==> src/rtl/mem_ctrl_pkg.sv <==
// Shared CPU package: memory-controller FSM encoding and default sizes.
package mem_ctrl_pkg;

   // Access sequencer states
   typedef enum logic [1:0] {
      IDLE  = 2'd0,
      SETUP = 2'd1,
      WAIT  = 2'd2,
      DONE  = 2'd3
   } mem_state_t;

   localparam int ADDR_W_DEF      = 9;   // 512-word RAM
   localparam int WAIT_CYCLES_DEF = 2;   // RAM wait states
   localparam int CNT_W           = 4;   // wait counter covers 0..15

endpackage : mem_ctrl_pkg

==> src/rtl/mem_ctrl.sv <==
// CPU-side memory controller: MAR register, single-access sequencer
// (IDLE -> SETUP -> WAIT x N -> DONE) and read-data register for the MDR.
module mem_ctrl
   import mem_ctrl_pkg::*;
#(
   parameter int ADDR_W      = ADDR_W_DEF,
   parameter int WAIT_CYCLES = WAIT_CYCLES_DEF
) (
   input  logic              clk,
   input  logic              clr,
   input  logic              MARin,
   input  logic [31:0]       busMuxOut,
   input  logic              read,
   input  logic              write,
   input  logic [31:0]       MDRout,
   output logic [31:0]       FromRAM,
   output logic              readRAM,
   output logic              busy,
   output logic              done,
   output logic [ADDR_W-1:0] ram_addr,
   output logic [31:0]       ram_wdata,
   output logic              ram_we,
   output logic              ram_re,
   input  logic [31:0]       ram_rdata
);

   mem_state_t        state_reg, state_next;
   logic [CNT_W-1:0]  cnt_reg, cnt_next;
   logic [ADDR_W-1:0] mar_reg;
   logic [31:0]       wdata_reg;
   logic [31:0]       fromram_reg;
   logic              is_read_reg;
   logic              accept;
   logic              enter_done;

   // Upper bus bits beyond the RAM address width are intentionally dropped
   logic unused_bus_bits;
   assign unused_bus_bits = ^busMuxOut[31:ADDR_W];

   // Requests are only taken while idle; read wins over a simultaneous write
   assign accept     = (state_reg == IDLE) && (read || write);
   assign enter_done = (state_next == DONE) && (state_reg != DONE);

   // Next-state and wait-counter logic
   always_comb begin
      state_next = state_reg;
      cnt_next   = cnt_reg;
      case (state_reg)
         IDLE: begin
            if (read || write)
               state_next = SETUP;
         end
         SETUP: begin
            cnt_next   = CNT_W'(WAIT_CYCLES);
            state_next = (WAIT_CYCLES == 0) ? DONE : WAIT;
         end
         WAIT: begin
            cnt_next = cnt_reg - 1'b1;
            // leave on the edge where the counter hits zero
            if (cnt_reg <= CNT_W'(1))
               state_next = DONE;
         end
         DONE: begin
            state_next = IDLE;
         end
         default: begin
            state_next = IDLE;
         end
      endcase
   end

   // State, address, write-data and read-data registers
   always_ff @(posedge clk) begin
      if (!clr) begin
         state_reg   <= IDLE;
         cnt_reg     <= '0;
         mar_reg     <= '0;
         wdata_reg   <= '0;
         fromram_reg <= '0;
         is_read_reg <= 1'b0;
      end else begin
         state_reg <= state_next;
         cnt_reg   <= cnt_next;
         if ((state_reg == IDLE) && MARin)
            mar_reg <= busMuxOut[ADDR_W-1:0];
         if (accept) begin
            is_read_reg <= read;
            wdata_reg   <= MDRout;
         end
         if (enter_done && is_read_reg)
            fromram_reg <= ram_rdata;
      end
   end

   // All outputs decode registered state only
   assign ram_addr  = mar_reg;
   assign ram_wdata = wdata_reg;
   assign ram_re    = (state_reg == SETUP) &&  is_read_reg;
   assign ram_we    = (state_reg == SETUP) && !is_read_reg;
   assign busy      = (state_reg != IDLE);
   assign done      = (state_reg == DONE);
   assign readRAM   = (state_reg == DONE) && is_read_reg;
   assign FromRAM   = fromram_reg;

endmodule : mem_ctrl

==> config.mk <==
export PLATFORM = sky130hd
export DESIGN_NAME = mem_ctrl
export DESIGN_NICKNAME = d
export VERILOG_FILES = /design/src/rtl/mem_ctrl_pkg.sv /design/src/rtl/mem_ctrl.sv
export SDC_FILE = /design/constraint.sdc
export NUM_CORES = 1
export LEC_CHECK = 0
export CORE_MARGIN = 2
export CORE_UTILIZATION = 41
export CTS_CLUSTER_DIAMETER = 30
export DETAILED_ROUTE_END_ITERATION = 8
export PLACE_DENSITY = 0.9
export SYNTH_ARGS = -nofsm -noshare
export SYNTH_HDL_FRONTEND = slang
export SYNTH_SLANG_ARGS = --single-unit
==> constraint.sdc <==
create_clock -name clk -period 3.4 [get_ports clk]
set_clock_uncertainty 0.2 [all_clocks]
set_input_delay 0.51 -clock clk [delete_from_list [all_inputs] [get_ports clk]]
set_output_delay 0.51 -clock clk [all_outputs]
set_load 0.01 [all_outputs]
==> results of run 1 <==
[routing by layer]
layer  GRT usage [%]  up-vias  wire [um]
li1                -     1485          -
met1            21.2     1303       3330
met2            32.1      102       3970
met3            6.59       13        588
met4            6.09        0        121
met5               0        -          0
[through the flow]
stage	instance area [um^2]	instances	total power, uW	worst slack (ns)
final	5040	621	3250	0.748
after detailed placement	4800	606	2460	0.759
after global routing	5040	621	3460	0.587
after CTS	5040	621	3290	0.716
after floorplan	3200	368	1880	1.41
after global placement	4800	606	2410	0.808
[cell type report]
| class | instances | area, um^2 |
|---|---|---|
| well taps | 102 | 128 |
| fillers | 649 | 2610 |
| multi-input cells | 258 | 1470 |
| clock inverters | 3 | 90.1 |
| inverters | 6 | 22.5 |
| repair buffers | 160 | 1580 |
| clock buffers | 12 | 145 |
| flip-flops and latches | 80 | 1600 |
[cell usage after synthesis, drive strengths merged]
library cell / n / area, um^2
nand2: 143 / 537
a31o: 1 / 8.76
a21oi: 1 / 5.00
a31oi: 1 / 6.26
clkbuf: 21 / 78.8
and2: 4 / 25.0
nor2b: 2 / 12.5
o21a: 1 / 7.51
buf: 3 / 33.8
a21boi: 43 / 323
nor2: 4 / 15.0
ha: 6 / 75.1
o21ai: 4 / 20.0
or3: 1 / 6.26
nor4: 1 / 21.3
inv: 6 / 22.5
o311a: 1 / 10.0
dfxtp: 80 / 1600
nor3b: 2 / 15.0
mux2i: 32 / 320
nor3: 1 / 5.00
nand3: 10 / 50.1
[logic make-up after synthesis]
family	count (synthesis)	synth area share, %
DFF	80	50.1
AOI/OAI and AO/OA	52	11.9
muxes	32	10.0
adders and majority gates	6	2.35
buffers and inverters	30	4.22
and+or+nand+nor	168	21.5
[report_power, final]
group          switching, uW  leakage, uW  internal [uW]  total, uW
registers               99.3     0.000653           1120       1220
clock network            320     0.000117            505        825
logic                    601      0.00110            597       1200
[critical path, delay by kind of cell (launching register included)]
family	cells	cell delay, ns
buffers and inverters	3	0.77
DFF	1	0.33
adders and majority gates	1	0.50
[how the worst min path moves through the flow]
stage	endpoint	start	cells after the start	slack [ns]
floorplan	is_read_reg	is_read_reg	2	0.27
global placement	FromRAM[17]	FromRAM[17]	2	0.24
detailed placement	FromRAM[21]	FromRAM[21]	2	0.25
CTS	FromRAM[31]	FromRAM[31]	2	0.26
global route	FromRAM[18]	FromRAM[18]	2	0.27
finish	FromRAM[15]	FromRAM[15]	2	0.26
==> results.txt, run 1 <==
status - finished, final reports clean
worst rel slew slack - 41.0%
Syn-to-layout area delta - 57.5%
DRT antenna net count - 0
YS warnings - 0
GRT Total Usage - 18.5%
first-pass GRT wire length - 12.8 mm
worst reg2reg path endpoint - FromRAM[2]
DR iter-0 viols - 80
pwr dens - 644 nW/um^2
Leak Pwr - 0.00187 uW
# diodes - 0
Critical Path End Type - primary output
worst path required time - 2.69 ns
clock buffer depth - 2
Slew @ Worst Pin - 0.886 ns
r2r setup slk - 0.87 ns
Routed WL per cell - 12.9 um
CTS Root Cell - clkbuf_8
worst setup path start - state_reg[0]
WS Path Type - flip-flop to primary output
post-CTS sizing - 0
sequential area share after synthesis - 50.1%
count of different cell masters after synthesis - 24
DP HPWL - 5.88 mm
slowest cell on the critical path - clkdlybuf4s50_1
crit path time final - 2.65 ns
H-tree levels - 3
Critical Path Sink - busy
Total Die Area - 8530 um^2
#FFs+latches synth - 80
CP startpoint kind - flip-flop
largest net degree at the start of global routing - 59
GPL Wtd Cong - 0.725
Mapped Cells - 368
Final Hold Viols - 0
slowest stage delay, CP - 0.54 ns
via count - 2903
RSZ-0062 raised after global routing - no
initial antenna violation count - 0
final clock period utilization by the worst path - 78.0%
maximum clock frequency - 0.377 GHz
I/O Buffers - 155
Ports - 179
Max VDD drop - 0.000323 V
Num CTS Buffers - 9
max_cap viols - 0
Slew Limit Fails - 0
Setup TNS - 0 ns
DRT Wirelength - 8.00 mm
Post-Route Utilization - 65.9%
die outline height - 92.3 um
worst-path maximum fanout - 15
clock sink count - 80
Net count, final - 622
Post-CTS Setup Inserts - 0
Syn Nets - 475
CTS Hold Bufs - 0
worst min-delay path category - flip-flop to flip-flop
later-pin clock latency in the skew report - 0.33 ns
CTS clk-pin slew, worst paths - 0.07 ns
core region area - 7650 um^2
die width - 92.3 um
most common cell after layout, fill and taps aside - clkdlybuf4s50_1
final setup vio count - 0
r2r worst-path depth - 7
RR Startpoint - state_reg[0]
TritonCTS clock tree - built
commonest non-fill, non-tap cells in the layout - 154 x clkdlybuf4s50_1, 143 x nand2_1, 80 x dfxtp_1, 43 x a21boi_0, 32 x mux2i_1
vias in the first global route - 2847
vias per inst - 4.67
Cell Area, Synth - 3200 um^2
Syn Area/Cell - 8.69 um^2
layout cells sized above 1 - 4.62%
Fin Hold WS - 0.259 ns
Detailed Routing Iterations Pass 1 - 4
worst path cell trace - inv_1 -> ha_1 -> inv_2 -> clkdlybuf4s50_1
Worst EP arrival - 1.94 ns
# DRC - 0
row count - 32
Starting Density - 41.8%
remaining global-route overflow - 0
(Power assumes the default switching activity.)
==> run 2, diff against run 1 <==
--- a/config.mk
+++ b/config.mk
@@ -6,10 +6,10 @@
 export NUM_CORES = 1
 export LEC_CHECK = 0
 export CORE_MARGIN = 2
-export CORE_UTILIZATION = 41
+export CORE_UTILIZATION = 35
 export CTS_CLUSTER_DIAMETER = 30
 export DETAILED_ROUTE_END_ITERATION = 8
-export PLACE_DENSITY = 0.9
+export PLACE_DENSITY = 0.82
 export SYNTH_ARGS = -nofsm -noshare
 export SYNTH_HDL_FRONTEND = slang
 export SYNTH_SLANG_ARGS = --single-unit
==> constraint.sdc (replaced) <==
create_clock -name clk -period 2.2 [get_ports clk]
set_clock_uncertainty 0.2 [all_clocks]
set_input_delay 0.33 -clock clk [delete_from_list [all_inputs] [get_ports clk]]
set_output_delay 0.33 -clock clk [all_outputs]
set_load 0.01 [all_outputs]
==> results.txt, run 2 (synthesis results as in run 1) <==
status - finished, final reports clean
H-tree levels - 3
commonest non-fill, non-tap cells in the layout - 150 x clkdlybuf4s50_1, 143 x nand2_1, 80 x dfxtp_1, 43 x a21boi_0, 32 x mux2i_1
Net count, final - 628
die outline height - 99.6 um
worst-path maximum fanout - 16
switching part of the total - 32.0%
via count - 3000
largest net degree at the start of global routing - 113
# diodes - 0
DP HPWL - 5.91 mm
Place WS - -0.0846 ns
placed cell count - 615
die width - 99.6 um
vias per inst - 4.74
# DRC - 0
Final Hold Viols - 0
max_cap viols - 0
cell-internal power - 3490 uW
DR iter-0 viols - 81
most common cell after layout, fill and taps aside - clkdlybuf4s50_1
first-pass GRT wire length - 13.3 mm
worst path required time - 2.26 ns
CP startpoint kind - flip-flop
crit path time final - 2.11 ns
initial antenna violation count - 0
I/O Buffers - 155
GRT Total Usage - 16.2%
CTS Root Cell - clkbuf_8
Setup TNS - 0 ns
later-pin clock latency in the skew report - 0.34 ns
CTS clk-pin slew, worst paths - 0.08 ns
maximum clock frequency - 0.475 GHz
layout cells sized above 1 - 6.67%
vias in the first global route - 2928
clock sink count - 80
Syn-to-layout area delta - 60.9%
worst path cell trace - inv_1 -> ha_2 -> nand2_1 -> nor4_4 -> buf_4 -> buf_8 -> mux2i_1
worst rel slew slack - 73.2%
row count - 34
final clock period utilization by the worst path - 95.7%
pwr dens - 997 nW/um^2
DRT antenna net count - 0
Leak Pwr - 0.00195 uW
WS Path Type - flip-flop to flip-flop
Ports - 179
remaining global-route overflow - 0
met2 usage - 29.1%
GRT met1 Usage - 18.4%
clock power share - 24.9%
Critical Path End Type - flip-flop
clock buffer depth - 2
Slew @ Worst Pin - 0.402 ns
Detailed Routing Iterations Pass 1 - 4
Slew Limit Fails - 0
Num CTS Buffers - 9
TritonCTS clock tree - built
Routed WL per cell - 13.2 um
Cell Count, Final, Fillers Out - 633
Seq pwr share - 36.8%
DRT Wirelength - 8.39 mm
GPL Wtd Cong - 0.784
worst min-delay path category - flip-flop to flip-flop
slowest cell on the critical path - ha_2
Max VDD drop - 0.000505 V
slowest stage delay, CP - 0.41 ns
CTS Hold Bufs - 0
Starting Density - 36.3%
core region area - 8810 um^2
Switch Pwr - 1640 uW
busiest grt layer - met2
Total Power - 5130 uW
GR Util met3 - 4.71%
Comb power frac - 38.3%
RSZ-0062 raised after global routing - yes
Total Die Area - 9920 um^2
final setup vio count - 0
Worst EP arrival - 2.17 ns
worst setup slack after layout - 0.0948 ns
-- run 2: cell count changes in the layout (fill, tap and decap cells not counted), sizes merged --
cell	before	now
dlymetal6s2s	0	2
inv	6	8
clkdlybuf4s50	154	150
clkbuf	12	10
buf	6	11
dlygate4sd2	0	2
clkinv	0	1
-- run 2: final timing paths --
path	from	end	slack (ns)	cells after the start
worst max register to register	state_reg[0]	FromRAM[10]	0.09	7
worst min register to register	FromRAM[19]	FromRAM[19]	0.26	2
worst max-delay path	state_reg[0]	FromRAM[10]	0.09	7
worst min-delay path	FromRAM[19]	FromRAM[19]	0.26	2
-- run 2: area by class of cell --
cell class	instances	area, um^2
Clock buffer	9	124
Timing Repair Buffer	166	1670
Inverter	6	22.5
Sequential cell	80	1600
Multi-Input combinational cell	258	1480
Tap cell	108	135
Fill cell	778	3660
Clock inverter	6	115
-- run 2: power groups by stage --
stage          logic, uW  clock network, uW  registers [uW]
3_3_place_gp        1890                  0            1910
3_5_place_dp        1940                  0            1920
2_1_floorplan        876                  0            2020
4_1_cts             1940               1330            1890
6_report            1960               1280            1890
5_1_grt             2160               1390            1930
-- run 2: repair_timing --
action                                  CTS  global route
gates cloned                              0             2
pin swaps                                 0             1
setup buffers                             0             1
endpoints found under the setup margin    2            34
gates resized for setup                   3             6
-- run 2: worst max-delay path: cells and delay by family (launching register included) --
family	cells	cell delay, ns
adder cells (fa/ha/maj)	1	0.41
buffers and inverters	3	0.50
flip-flops	1	0.37
multiplexers	1	0.20
AND/OR/NAND/NOR	2	0.35
-- run 2: layer usage --
metal  wire length, um  up-vias  part of all wire [%]
li1                  -     1496                     -
met1              3420     1379                    41
met2              4210      110                    50
met3               599       15                   7.1
met4               153        0                   1.8
met5                 0        -                     0
-- run 2: metrics by stage --
step / utilization, % / hold WS, ns / instance area (um^2)
finish: 58.5 / 0.255 / 5150
global route: 58.5 / 0.277 / 5150
CTS: 57.9 / 0.259 / 5100
detailed placement: 55.2 / 0.250 / 4860
global placement: 55.2 / 0.240 / 4860
floorplan: - / 0.272 / 3200
